<file path="src/rtl/alu_share_arbiter_pkg.sv">
// +--------------------------------------------------------------------------+
// | alu_share_arbiter_pkg - ALU control codes, port indices, shared helpers    |
// | Rev 1.0                                                                    |
// +--------------------------------------------------------------------------+
`default_nettype none

package alu_share_arbiter_pkg;

  localparam int ALU_CTRL_W = 5;

  localparam logic [ALU_CTRL_W-1:0] ALU_EXEC_ADD    = 5'd0;
  localparam logic [ALU_CTRL_W-1:0] ALU_EXEC_SUB    = 5'd1;
  localparam logic [ALU_CTRL_W-1:0] ALU_EXEC_SLL    = 5'd2;
  localparam logic [ALU_CTRL_W-1:0] ALU_EXEC_SLT    = 5'd3;
  localparam logic [ALU_CTRL_W-1:0] ALU_EXEC_SLTU   = 5'd4;
  localparam logic [ALU_CTRL_W-1:0] ALU_EXEC_XOR    = 5'd5;
  localparam logic [ALU_CTRL_W-1:0] ALU_EXEC_SRL    = 5'd6;
  localparam logic [ALU_CTRL_W-1:0] ALU_EXEC_SRA    = 5'd7;
  localparam logic [ALU_CTRL_W-1:0] ALU_EXEC_OR     = 5'd8;
  localparam logic [ALU_CTRL_W-1:0] ALU_EXEC_AND    = 5'd9;
  localparam logic [ALU_CTRL_W-1:0] ALU_EXEC_PASS_B = 5'd10;

  localparam int ALU_PORT_EXEC = 0;
  localparam int ALU_PORT_AUX  = 1;

  localparam int PERF_W = 32;

  typedef enum logic {
    PTR_EXEC = 1'b0,
    PTR_AUX  = 1'b1
  } rr_ptr_e;

  function automatic logic [PERF_W-1:0] sat_inc(input logic [PERF_W-1:0] value);
    return (&value) ? value : value + PERF_W'(1);
  endfunction

endpackage

`default_nettype wire

</file>
<file path="src/rtl/alu_share_arbiter_rr_arbiter2.sv">
// +--------------------------------------------------------------------------+
// | rr_arbiter2 - two-way round-robin arbiter with one-hot grant               |
// | Rev 1.0                                                                    |
// +--------------------------------------------------------------------------+
`default_nettype none

module rr_arbiter2
  import alu_share_arbiter_pkg::*;
(
  input  logic       clk,
  input  logic       rst_n,
  input  logic [1:0] elig,
  input  logic       accept,
  output logic [1:0] grant
);

  rr_ptr_e ptr;
  rr_ptr_e ptr_next;

  always_ff @(posedge clk or negedge rst_n) begin
    if (!rst_n) begin
      ptr <= PTR_EXEC;
    end else begin
      ptr <= ptr_next;
    end
  end

  always_comb begin
    grant    = 2'b00;
    ptr_next = ptr;
    case (elig)
      2'b01:   grant = 2'b01;
      2'b10:   grant = 2'b10;
      2'b11:   grant = (ptr == PTR_EXEC) ? 2'b01 : 2'b10;
      default: grant = 2'b00;
    endcase
    // The winner yields priority to the other side on the next contest.
    if (accept && grant[ALU_PORT_EXEC]) begin
      ptr_next = PTR_AUX;
    end else if (accept && grant[ALU_PORT_AUX]) begin
      ptr_next = PTR_EXEC;
    end
  end

endmodule

`default_nettype wire

</file>
<file path="src/rtl/alu_share_arbiter.sv">
// +--------------------------------------------------------------------------+
// | alu_share_arbiter - shares one ALU between execute and aux requesters;     |
// | ALU_SHARE_ARB_PERF_EN adds saturating conflict/stall counters. Rev 1.0     |
// +--------------------------------------------------------------------------+
`default_nettype none

module alu_share_arbiter
  import alu_share_arbiter_pkg::*;
#(
  parameter int XLEN   = 32,
  parameter int CTRL_W = ALU_CTRL_W
) (
  input  logic              i_clk,
  input  logic              i_rst_n,
  input  logic              i_req0_valid,
  output logic              o_req0_ready,
  input  logic [CTRL_W-1:0] i_req0_ctrl,
  input  logic [XLEN-1:0]   i_req0_a,
  input  logic [XLEN-1:0]   i_req0_b,
  input  logic              i_req1_valid,
  output logic              o_req1_ready,
  input  logic [CTRL_W-1:0] i_req1_ctrl,
  input  logic [XLEN-1:0]   i_req1_a,
  input  logic [XLEN-1:0]   i_req1_b,
  output logic              o_rsp0_valid,
  output logic [XLEN-1:0]   o_rsp0_result,
  input  logic              i_rsp0_ready,
  output logic              o_rsp1_valid,
  output logic [XLEN-1:0]   o_rsp1_result,
  input  logic              i_rsp1_ready,
  output logic [CTRL_W-1:0] o_alu_ctrl,
  output logic [XLEN-1:0]   o_alu_a,
  output logic [XLEN-1:0]   o_alu_b,
  input  logic [XLEN-1:0]   i_alu_result
`ifdef ALU_SHARE_ARB_PERF_EN
  ,
  output logic [PERF_W-1:0] o_perf_conflict,
  output logic [PERF_W-1:0] o_perf_stall
`endif
);

  logic       slot_free0;
  logic       slot_free1;
  logic [1:0] elig;
  logic [1:0] grant;

  // A held response that is being consumed this cycle frees its slot.
  assign slot_free0 = !o_rsp0_valid || i_rsp0_ready;
  assign slot_free1 = !o_rsp1_valid || i_rsp1_ready;

  // No grant is issued while reset is asserted, even with requests pending.
  assign elig[ALU_PORT_EXEC] = i_rst_n && i_req0_valid && slot_free0;
  assign elig[ALU_PORT_AUX]  = i_rst_n && i_req1_valid && slot_free1;

  rr_arbiter2 u_rr_arbiter2 (
    .clk    (i_clk),
    .rst_n  (i_rst_n),
    .elig   (elig),
    .accept (1'b1),
    .grant  (grant)
  );

  assign o_req0_ready = grant[ALU_PORT_EXEC];
  assign o_req1_ready = grant[ALU_PORT_AUX];

  always_comb begin
    o_alu_ctrl = '0;
    o_alu_a    = '0;
    o_alu_b    = '0;
    if (grant[ALU_PORT_EXEC]) begin
      o_alu_ctrl = i_req0_ctrl;
      o_alu_a    = i_req0_a;
      o_alu_b    = i_req0_b;
    end else if (grant[ALU_PORT_AUX]) begin
      o_alu_ctrl = i_req1_ctrl;
      o_alu_a    = i_req1_a;
      o_alu_b    = i_req1_b;
    end
  end

  always_ff @(posedge i_clk or negedge i_rst_n) begin
    if (!i_rst_n) begin
      o_rsp0_valid  <= 1'b0;
      o_rsp0_result <= '0;
    end else if (grant[ALU_PORT_EXEC]) begin
      o_rsp0_valid  <= 1'b1;
      o_rsp0_result <= i_alu_result;
    end else if (i_rsp0_ready) begin
      o_rsp0_valid  <= 1'b0;
    end
  end

  always_ff @(posedge i_clk or negedge i_rst_n) begin
    if (!i_rst_n) begin
      o_rsp1_valid  <= 1'b0;
      o_rsp1_result <= '0;
    end else if (grant[ALU_PORT_AUX]) begin
      o_rsp1_valid  <= 1'b1;
      o_rsp1_result <= i_alu_result;
    end else if (i_rsp1_ready) begin
      o_rsp1_valid  <= 1'b0;
    end
  end

`ifdef ALU_SHARE_ARB_PERF_EN
  logic conflict_hit;
  logic stall_hit;

  // A conflict is a cycle where both asked and exactly one was served.
  assign conflict_hit = i_req0_valid && i_req1_valid && (grant != 2'b00);
  assign stall_hit    = (i_req0_valid && !slot_free0) || (i_req1_valid && !slot_free1);

  always_ff @(posedge i_clk or negedge i_rst_n) begin
    if (!i_rst_n) begin
      o_perf_conflict <= '0;
      o_perf_stall    <= '0;
    end else begin
      if (conflict_hit) begin
        o_perf_conflict <= sat_inc(o_perf_conflict);
      end
      if (stall_hit) begin
        o_perf_stall <= sat_inc(o_perf_stall);
      end
    end
  end
`endif

endmodule

`default_nettype wire

</file>
<file path="config.mk">
export PLATFORM = sky130hd
export DESIGN_NAME = alu_share_arbiter
export DESIGN_NICKNAME = d
export VERILOG_FILES = /design/src/rtl/alu_share_arbiter_pkg.sv /design/src/rtl/alu_share_arbiter_rr_arbiter2.sv /design/src/rtl/alu_share_arbiter.sv
export SDC_FILE = /design/constraint.sdc
export NUM_CORES = 1
export LEC_CHECK = 0
export ABC_AREA = 1
export BUFFER_PORTS_ARGS = -buffer_cell sky130_fd_sc_hd__buf_2
export CAP_MARGIN = 15
export CORE_AREA = 2 2 122 124
export CTS_CLUSTER_DIAMETER = 150
export DETAILED_ROUTE_END_ITERATION = 10
export DIE_AREA = 0 0 124 126
export PLACE_DENSITY = 0.66
export SETUP_SLACK_MARGIN = 0.3
export SLEW_MARGIN = 20
export SYNTH_ARGS = -nofsm -noshare
export SYNTH_HDL_FRONTEND = slang
export SYNTH_SLANG_ARGS = --single-unit
</file>
<file path="constraint.sdc">
create_clock -name i_clk -period 1.8 [get_ports i_clk]
set_clock_uncertainty 0.05 [all_clocks]
set_input_delay 0.27 -clock i_clk [delete_from_list [all_inputs] [get_ports i_clk]]
set_output_delay 0.27 -clock i_clk [all_outputs]
set_load 0.1 [all_outputs]
</file>
## Word-level counts from Yosys, hierarchy flattened

Index checks and enable logic that the tools add are counted.

| storage, ports and cells | value |
|---|---|
| bits in read-only memories | 0 |
| RAM bits | 0 |
| register bits after elaboration | 67 |
| output and inout bits | 137 |
| memories kept | 0 |
| word-level logic and storage cells | 33 |
| bits in latches | 0 |

| cells by class | value |
|---|---|
| add/sub/neg operators | 0 |
| mux-type cells | 14 |
| equality and inequality tests | 3 |
| bitwise logic cells | 0 |
| reductions and logical operators | 11 |
| shift-type cells | 0 |
| order comparisons | 0 |
| div/mod/pow operators | 0 |
| multipliers | 0 |

Operators with widths:

| operator | count |
|---|---|
| 2-to-1 mux 32 bit | 4 |
| 2-to-1 mux 5 bit | 2 |
| 2-to-1 mux 1 bit | 6 |
| one-hot mux 2 bit (3 select lines) | 1 |
| nonzero test 2 bit | 3 |
| == test 2 bit (second input constant) | 2 |
| logical AND 1 bit | 4 |
| == test 2 x 1 -> 1 bit (second input constant) | 1 |
| zero test 1 bit | 2 |
| logical OR 1 bit | 2 |
| 2-to-1 mux 2 bit | 1 |

## Depth between registers and ports, before layout

Gate-level depths: netlist of the first run.

| logic depth | value |
|---|---|
| depth after elaboration | 7 |
| mapped depth | 9 |
| gate-level depth less buffers | 8 |

## Cells and area by module

From an unflattened synthesis of the first run, not the netlist that was laid out.

| unflattened totals | value |
|---|---|
| cell total of the unflattened synthesis | 522 |
| area total of the unflattened synthesis | 3532.1 µm² |

Modules (own cells, without submodules):

| module | cells each | times used | area an instance (µm²) | sequential area each (µm²) |
|---|---|---|---|---|
| alu_share_arbiter | 514 | 1 | 3472.1 | 1651.6 |
| rr_arbiter2 | 8 | 1 | 60.1 | 25.0 |

## Worst setup path before layout of the first run

OpenSTA, ideal clock, no wires.

| timing path | value |
|---|---|
| kind | reg-to-output |
| from | reg o_rsp0_valid |
| to | out o_alu_a[22] |
| setup slack | -1.179 ns |
| stages on the path, launching flop included | 8 |
| data required time | 1.480 ns |
| arrival | 2.659 ns |
| path buffers | 1 |
| cell sequence | dfrtp_1 nand2_1 nand2_1 nand2_2 nand2_1 buf_2 nand2_1 nand2_1 |

| on the way | value |
|---|---|
| cells in the longest elaborated chain, start to end | 7 |
| elaborated cells on any way between the ends | 9 |

RTL lines:

| element | RTL line | RTL |
|---|---|---|
| from (decl) | alu_share_arbiter.sv:25 | `output logic o_rsp0_valid,` |
| from (signal assigned) | alu_share_arbiter.sv:83 | `o_rsp0_valid <= 1'b0;` |
| from (signal assigned) | alu_share_arbiter.sv:86 | `o_rsp0_valid <= 1'b1;` |
| from (signal assigned) | alu_share_arbiter.sv:89 | `o_rsp0_valid <= 1'b0;` |
| zero test 1 bit * | alu_share_arbiter.sv:48 | `assign slot_free0 = !o_rsp0_valid \|\| i_rsp0_ready;` |
| logical OR 1 bit * | alu_share_arbiter.sv:48 |  |
| logical AND 1 bit * | alu_share_arbiter.sv:52 | `assign elig[ALU_PORT_EXEC] = i_rst_n && i_req0_valid && slot_free0;` |
| == test 2 bit or == test 2 x 1 -> 1 bit (tied branches) | alu_share_arbiter_rr_arbiter2.sv:31 | `case (elig)` |
| one-hot mux 2 bit (3 select lines) * | alu_share_arbiter_rr_arbiter2.sv:31 |  |
| via o_req1_ready | alu_share_arbiter.sv:21 | `output logic o_req1_ready,` |
| 2-to-1 mux 32 bit * | alu_share_arbiter.sv:74 | `end else if (grant[ALU_PORT_AUX]) begin` |
| 2-to-1 mux 32 bit * | alu_share_arbiter.sv:70 | `if (grant[ALU_PORT_EXEC]) begin` |
| to (decl) | alu_share_arbiter.sv:32 | `output logic [XLEN-1:0] o_alu_a,` |

The timed path passes the listed nets; every way through them passes the cells marked *.

## Final worst setup path of the first run

| timing path | value |
|---|---|
| from | reg o_rsp1_valid |
| to | out o_alu_ctrl[3] |

| on the way | value |
|---|---|
| cells in the longest elaborated chain, start to end | 7 |
| elaborated cells on any way between the ends | 9 |

RTL lines:

| element | RTL line | RTL |
|---|---|---|
| from (decl) | alu_share_arbiter.sv:28 | `output logic o_rsp1_valid,` |
| from (signal assigned) | alu_share_arbiter.sv:95 | `o_rsp1_valid <= 1'b0;` |
| from (signal assigned) | alu_share_arbiter.sv:98 | `o_rsp1_valid <= 1'b1;` |
| from (signal assigned) | alu_share_arbiter.sv:101 | `o_rsp1_valid <= 1'b0;` |
| zero test 1 bit * | alu_share_arbiter.sv:49 | `assign slot_free1 = !o_rsp1_valid \|\| i_rsp1_ready;` |
| logical OR 1 bit * | alu_share_arbiter.sv:49 |  |
| logical AND 1 bit * | alu_share_arbiter.sv:53 | `assign elig[ALU_PORT_AUX] = i_rst_n && i_req1_valid && slot_free1;` |
| == test 2 bit or == test 2 x 1 -> 1 bit (tied branches) | alu_share_arbiter_rr_arbiter2.sv:31 |  |
| one-hot mux 2 bit (3 select lines) * | alu_share_arbiter_rr_arbiter2.sv:31 |  |
| 2-to-1 mux 5 bit | alu_share_arbiter.sv:74 |  |
| 2-to-1 mux 5 bit * | alu_share_arbiter.sv:70 |  |
| to (decl) | alu_share_arbiter.sv:31 | `output logic [CTRL_W-1:0] o_alu_ctrl,` |

Mark *: on every way between the ends. The rest lies on a longest branch, timed or not.

==> results of run 1 <==
[power by group]
group          switching (W)  total (W)  internal, W
Clock               0.000630    0.00192      0.00129
Combinational        0.00569    0.00781      0.00212
Sequential          0.000238    0.00212      0.00188
Total                0.00656     0.0118      0.00528
[flip-flops by register name, indices dropped and copies added, names as in the netlist]
name and flops:
u_rr_arbiter2.ptr 1, o_rsp0_result 32, o_rsp0_valid 1, o_rsp1_result 32
o_rsp1_valid 1
[layer usage]
| metal | wire length (um) | GRT usage | vias up |
|---|---|---|---|
| li1 | - | - | 2435 |
| met5 | 67 | 0 | - |
| met4 | 699 | 0.08857 | 10 |
| met3 | 1830 | 0.07745 | 46 |
| met2 | 11600 | 0.4321 | 242 |
| met1 | 7627 | 0.2735 | 2551 |
[cell type report]
type	instances	area share
multi-input cells	412	0.3660
clock buffers	12	0.02540
repair buffers	412	0.4066
flip-flops and latches	67	0.1667
clock inverters	4	0.007185
well taps	184	0.02279
diodes	3	0.0007433
inverters	7	0.004584
[cell usage in the layout, fill, tap and decap left out, types with 3 or more instances in the layout]
master	count
buf_6	36
nand2_1	134
buf_8	4
buf_2	238
nand3_1	50
buf_16	10
nand2_4	28
nand2_8	80
nand2_2	65
nand3_2	44
clkbuf_4	3
clkbuf_16	17
buf_12	86
buf_4	25
nand3_4	9
inv_1	5
diode_2	3
dfrtp_1	65
[metrics by stage]
step                      utilization  instances
after detailed placement       0.5778       1051
final                          0.7056       1101
after global placement         0.5778       1051
after CTS                      0.6467       1083
after global routing           0.7054       1100
after floorplan                     -        524
[synth_stat cells]
cell        n  area share
buf_2      13       0.018
buf_6       9       0.028
clkbuf_1   11       0.011
inv_2       2      0.0021
o21ai_0     1      0.0014
a21oi_2     1      0.0024
nand3_2     1      0.0028
buf_4       3      0.0062
buf_1       2      0.0021
nand2_2     2      0.0034
inv_1       5      0.0052
dfrtp_1    67        0.46
nand3_1   102        0.14
nand2_1   305        0.32
[logic make-up after synthesis]
| kind of cell | count (synthesis) | share of synthesized area |
|---|---|---|
| AND/OR/NAND/NOR | 410 | 0.4619 |
| AO/OA/AOI/OAI | 2 | 0.003788 |
| flip-flops | 67 | 0.4616 |
| buffers and inverters | 45 | 0.07269 |
[how the worst max path moves through the flow]
| stage | endpoint | cells past startpoint |
|---|---|---|
| after floorplan | o_alu_a[22] | 6 |
| after global placement | o_alu_b[16] | 9 |
| after detailed placement | o_alu_a[31] | 7 |
| after CTS | o_alu_b[16] | 7 |
| after global routing | o_alu_ctrl[3] | 8 |
| final | o_alu_ctrl[3] | 8 |
[critical path, stage by stage, from the launching register on]
cell	delay [ps]
dfrtp_4	510
a21oi_4	190
nand2_4	90
nand2_8	110
buf_12	190
buf_6	120
nand2_4	60
nand2_8	70
buf_12	170
[repair_timing]
item / 4_1_cts / 5_1_grt
gates cloned: 8 / 11
hold buffers: 1 / 0
gates resized for setup: 87 / 146
buffers inserted: 7 / 4
hold endpoints to repair: 5 / 0
pin swaps: 12 / 19
setup endpoints to repair: 129 / 142
==> flow_metrics.tcl, run 1 <==
set metrics [dict create \
    globalRouteTotalUtil 0.2448 \
    hold_viol_final 0 \
    die_y_um 126 \
    grt_pass1_wl_mm 29.02 \
    cts-htree-levels 3 \
    num_io_pins 313 \
    status "complete, but fails checks" \
    leakage_nw 4.944 \
    hp-class "in -> async" \
    core-area_um2 14310 \
    drtIter0Drc 215 \
    area_growth_pct 178.1 \
    setup_tns_ps -22900 \
    antenna_found_initial 8 \
    drive_above_1_share 0.7188 \
    fin_crit_ps 2172 \
    place.gp.congestion 0.7866 \
    num-fill-cells 995 \
    setup_ws_ps -372.0 \
    regArea_um2 1684 \
    reg2reg_depth 10 \
    post-route-period-util 1.207 \
    synth_cell_types 14 \
    vias_per_cell 4.799 \
    r2r_slack_ps 10 \
    power_w 0.01184 \
    path_clk_slew_ps 60 \
    timing.rr.start "o_rsp1_valid$_DFFE_PN0P_" \
    placed_cell_area_um2 8270 \
    worstPathArrival_ps 1850 \
    place_ws_ps -48.69 \
    required_ps 1480 \
    vias 5284 \
    firstDrtPassIters 4 \
    dieWidth_um 124 \
    clk_latency_ps 330 \
    grt_max_degree 63 \
    dieArea_um2 15620 \
    grt_pass1_vias 5164 \
    worst_slew_pin_slew_ps 769.7 \
    ys_warn_count 0 \
    reg2reg_to "o_rsp0_result[4]$_DFFE_PN0P_" \
    synth.yosys.seq_area_share 0.4616 \
    drt-total-wl_mm 21.83 \
    overflow 0 \
    clkSinkCount 67 \
    cts_buffer_depth 2 \
    drc 0 \
    rsz0062_at_grt "yes" \
    max-slew-margin-rel 0.4869 \
    violations "setup timing" \
    syn_nets 700 \
    cp-start-kind "register" \
    irDropWorstVdd_mv 1.386 \
    row_count 44 \
    avgSynthCellArea_um2 6.932 \
    setup_viol 71 \
    synth_area_um2 3632 \
    start_util 0.2538 \
    maxSlewViolCount 0 \
    cts_made_buffers 9 \
    cap_violations 0 \
    cts_tree "built" \
    nets 1085 \
    hold_slack_ps 84.81 \
    fmax_mhz 460.4 \
    io_buffer_count 312 \
    wl_per_cell_um 19.83 \
    endpoint_kind "primary output" \
    crit_path_start "o_rsp1_valid$_DFFE_PN0P_" \
    netlist_instances 524 \
    multiInputGateArea_um2 3696 \
    dp_hpwl_mm 13.98 \
    fin_area_um2 10100 \
    worstSetupPathType "reg -> out" \
    cts-root-buf "clkbuf_16" \
    cellPowerDensity_nw_per_um2 1173 \
    ys_ff_latch 67 \
    cp_max_fo 16 \
    ant_nets 0 \
]
No activity file was read; power rests on OpenSTA's default activity.
==> inputs of run 2 (changes only) <==
ABC_AREA = unset   (was 1)
CORE_AREA = 2 2 121 123   (was 2 2 122 124)
DIE_AREA = 0 0 123 125   (was 0 0 124 126)
PLACE_DENSITY = 0.68   (was 0.66)
REMOVE_ABC_BUFFERS = 1   (was unset)
==> flow_metrics.tcl, run 2 <==
set metrics [dict create \
    ant_nets 0 \
    cap_violations 0 \
    ys_ff_latch 67 \
    endpoint_kind "primary output" \
    firstDrtPassIters 4 \
    muxShareOfSynthArea 0.2182 \
    drt-total-wl_mm 20.94 \
    irDropWorstVdd_mv 1.303 \
    setup_viol 137 \
    violations "setup timing" \
    dieArea_um2 15380 \
    cts-htree-levels 3 \
    cts_made_buffers 9 \
    worstSetupPathDepth 7 \
    row_count 44 \
    core-area_um2 14200 \
    avgSynthCellArea_um2 9.631 \
    reg2reg_to "o_rsp1_result[31]$_DFFE_PN0P_" \
    final_common_cell "buf_2" \
    hp-class "in -> reg" \
    worstPathArrival_ps 2050 \
    synth_compound_area_frac 0.1322 \
    min_to "o_rsp1_result[22]$_DFFE_PN0P_" \
    cp_max_fo 11 \
    reg2reg_depth 9 \
    path_clk_slew_ps 50 \
    wl_per_cell_um 21.86 \
    num-fill-cells 1011 \
    setup_ws_ps -571.6 \
    worstSetupPathType "reg -> out" \
    drc 0 \
    instances_no_fill 958 \
    synth-simple-area-share 0.1491 \
    hold_slack_ps 138.7 \
    globalRouteTotalUtil 0.2517 \
    required_ps 1480 \
    rsz0062_at_grt "yes" \
    setup_tns_ps -47300 \
    grt_pass1_wl_mm 29.14 \
    synth.area.top_cells "dfrtp_1 (44%), nand2_1 (14%), o22ai_1 (11%)" \
    die_y_um 125 \
    post-route-period-util 1.318 \
    io_buffer_count 312 \
    worst_slew_pin_slew_ps 503.7 \
    synth_edf_count 0 \
    dp.cells 894 \
    drive_above_1_share 0.7160 \
    synth-async-reset-ratio 1.000 \
    vias_per_cell 5.111 \
    antenna_found_initial 3 \
    cts_tree "built" \
    overflow 0 \
    worstHoldPathCells 2 \
    min_from "i_alu_result[22]" \
    drtIter0Drc 244 \
    start_util 0.2665 \
    r2r_slack_ps -270 \
    vias 4896 \
    clkSinkCount 67 \
    dieWidth_um 123 \
    cp-start-kind "register" \
    ys.flop_type "dfrtp_1" \
    synth_cell_types 21 \
    nets 943 \
    synth.largest_area_cell "dfrtp_1" \
    synth_fa_ha_area_frac 0 \
    crit_family "buffers and inverters" \
    dp_hpwl_mm 11.94 \
    leakage_nw 4.152 \
    ys_warn_count 0 \
    hold_viol_final 0 \
    netlist_instances 393 \
    synth_xor_area_frac 0 \
    cts-root-buf "clkbuf_16" \
    clk_latency_ps 320 \
    critPathBufInv 4 \
    synth.yosys.seq_area_share 0.4430 \
    num_io_pins 313 \
    critPathMaxStageDelay_ps 400 \
    synth.most_common_cell "nand2_1" \
    max-slew-margin-rel 0.6665 \
    synth_top_family_by_area "multiplexers" \
    cts_buffer_depth 2 \
    critPathSlowestCell "dfrtp_1" \
    area_growth_pct 141.4 \
    largest_registers "o_rsp0_result x32, o_rsp1_result x32" \
    timing.rr.start "o_rsp1_valid$_DFFE_PN0P_" \
    cellPowerDensity_nw_per_um2 1314 \
    synthTopCellsByCount "nand2_1 (141), o22ai_1 (69), dfrtp_1 (67)" \
    fmax_mhz 421.7 \
    yosys.area.top_type_share 0.4430 \
    critical_path.cell_chain "nor2b_4, a211o_4, buf_12, buf_16, buf_16, o22ai_4, buf_12" \
    fin_crit_ps 2372 \
    maxSlewViolCount 0 \
    synth_area_um2 3785 \
    final_cell_mix "buf_2 (238), nand2_1 (140), buf_12 (86)" \
    place.gp.congestion 0.8616 \
    status "complete, but fails checks" \
    grt_max_degree 68 \
    grt_pass1_vias 5128 \
]
-- run 2: cell types whose count changed after synthesis, sizes merged, moves of 5 or more --
cell,previous run,this run
nand2,307,141
nand3,103,0
o22ai,0,69
mux2,0,64
buf,27,14
clkbuf,11,24
inv,7,2
-- run 2: worst register-to-register path, cell delays in order (launching register included) --
cell and delay [ps]:
dfrtp_1 400, nor2b_4 160, buf_4 140, buf_6 110, buf_6 110, a211oi_4 220
buf_4 170, buf_8 120, clkbuf_16 170, mux2_4 300
-- run 2: stage by stage --
| stage | setup WS [ps] | total power (W) | area (um2) | utilization |
|---|---|---|---|---|
| floorplan | -2438 | 0.007170 | 3575 | - |
| global placement | -332.7 | 0.008964 | 6884 | 0.4847 |
| detailed placement | -426.2 | 0.009023 | 6884 | 0.4847 |
| CTS | -529.6 | 0.01176 | 8768 | 0.6173 |
| global route | -609.5 | 0.01235 | 9130 | 0.6428 |
| finish | -571.6 | 0.01200 | 9135 | 0.6431 |
-- run 2: logic make-up after synthesis --
kind of cell	Yosys count
multiplexers	64
buffers and inverters	40
AO/OA/AOI/OAI	76
flip-flops	67
AND/OR/NAND/NOR	146
-- run 2: report_power, final --
part | internal (W) | leakage, nW | switching (W)
clock | 0.00114 | 0.146 | 0.000597
sequential | 0.00193 | 0.789 | 0.000242
combinational | 0.00240 | 3.22 | 0.00569
-- run 2: cell type report --
cell class,instances,area (um2),area share
diodes,3,7.507,0.0008218
clock inverters,2,35.03,0.003835
repair buffers,401,3933,0.4305
inverters,2,7.507,0.0008218
well taps,184,230.2,0.02520
multi-input cells,286,2985,0.3268
flip-flops and latches,67,1677,0.1835
clock buffers,13,260.3,0.02849
-- run 2: worst max path at each step --
stage	start	slack [ps]	endpoint
2_1_floorplan	o_rsp1_valid$_DFFE_PN0P_	-2440	o_alu_a[0]
3_3_place_gp	i_rsp1_ready	-330	o_alu_a[0]
3_5_place_dp	o_rsp1_valid$_DFFE_PN0P_	-430	o_alu_a[0]
4_1_cts	u_rr_arbiter2.ptr$_DFFE_PN0P_	-530	o_alu_ctrl[4]
5_1_grt	o_rsp1_valid$_DFFE_PN0P_	-610	o_alu_b[22]
6_report	o_rsp1_valid$_DFFE_PN0P_	-570	o_alu_b[22]
-- run 2: repair_timing --
action                                 4_1_cts  5_1_grt
cloned                                       9        6
endpoints found under the hold margin        9        0
pin swaps                                    7       25
setup buffers                               20        8
gates resized for setup                    202       36
setup endpoints to repair                  138      138
hold buffers                                 3        0
-- run 2: per-layer routing --
metal,global-route usage,share of wire
met1,0.2682,0.34
met2,0.4209,0.50
met3,0.08485,0.085
met4,0.1611,0.083
met5,0,0.00062
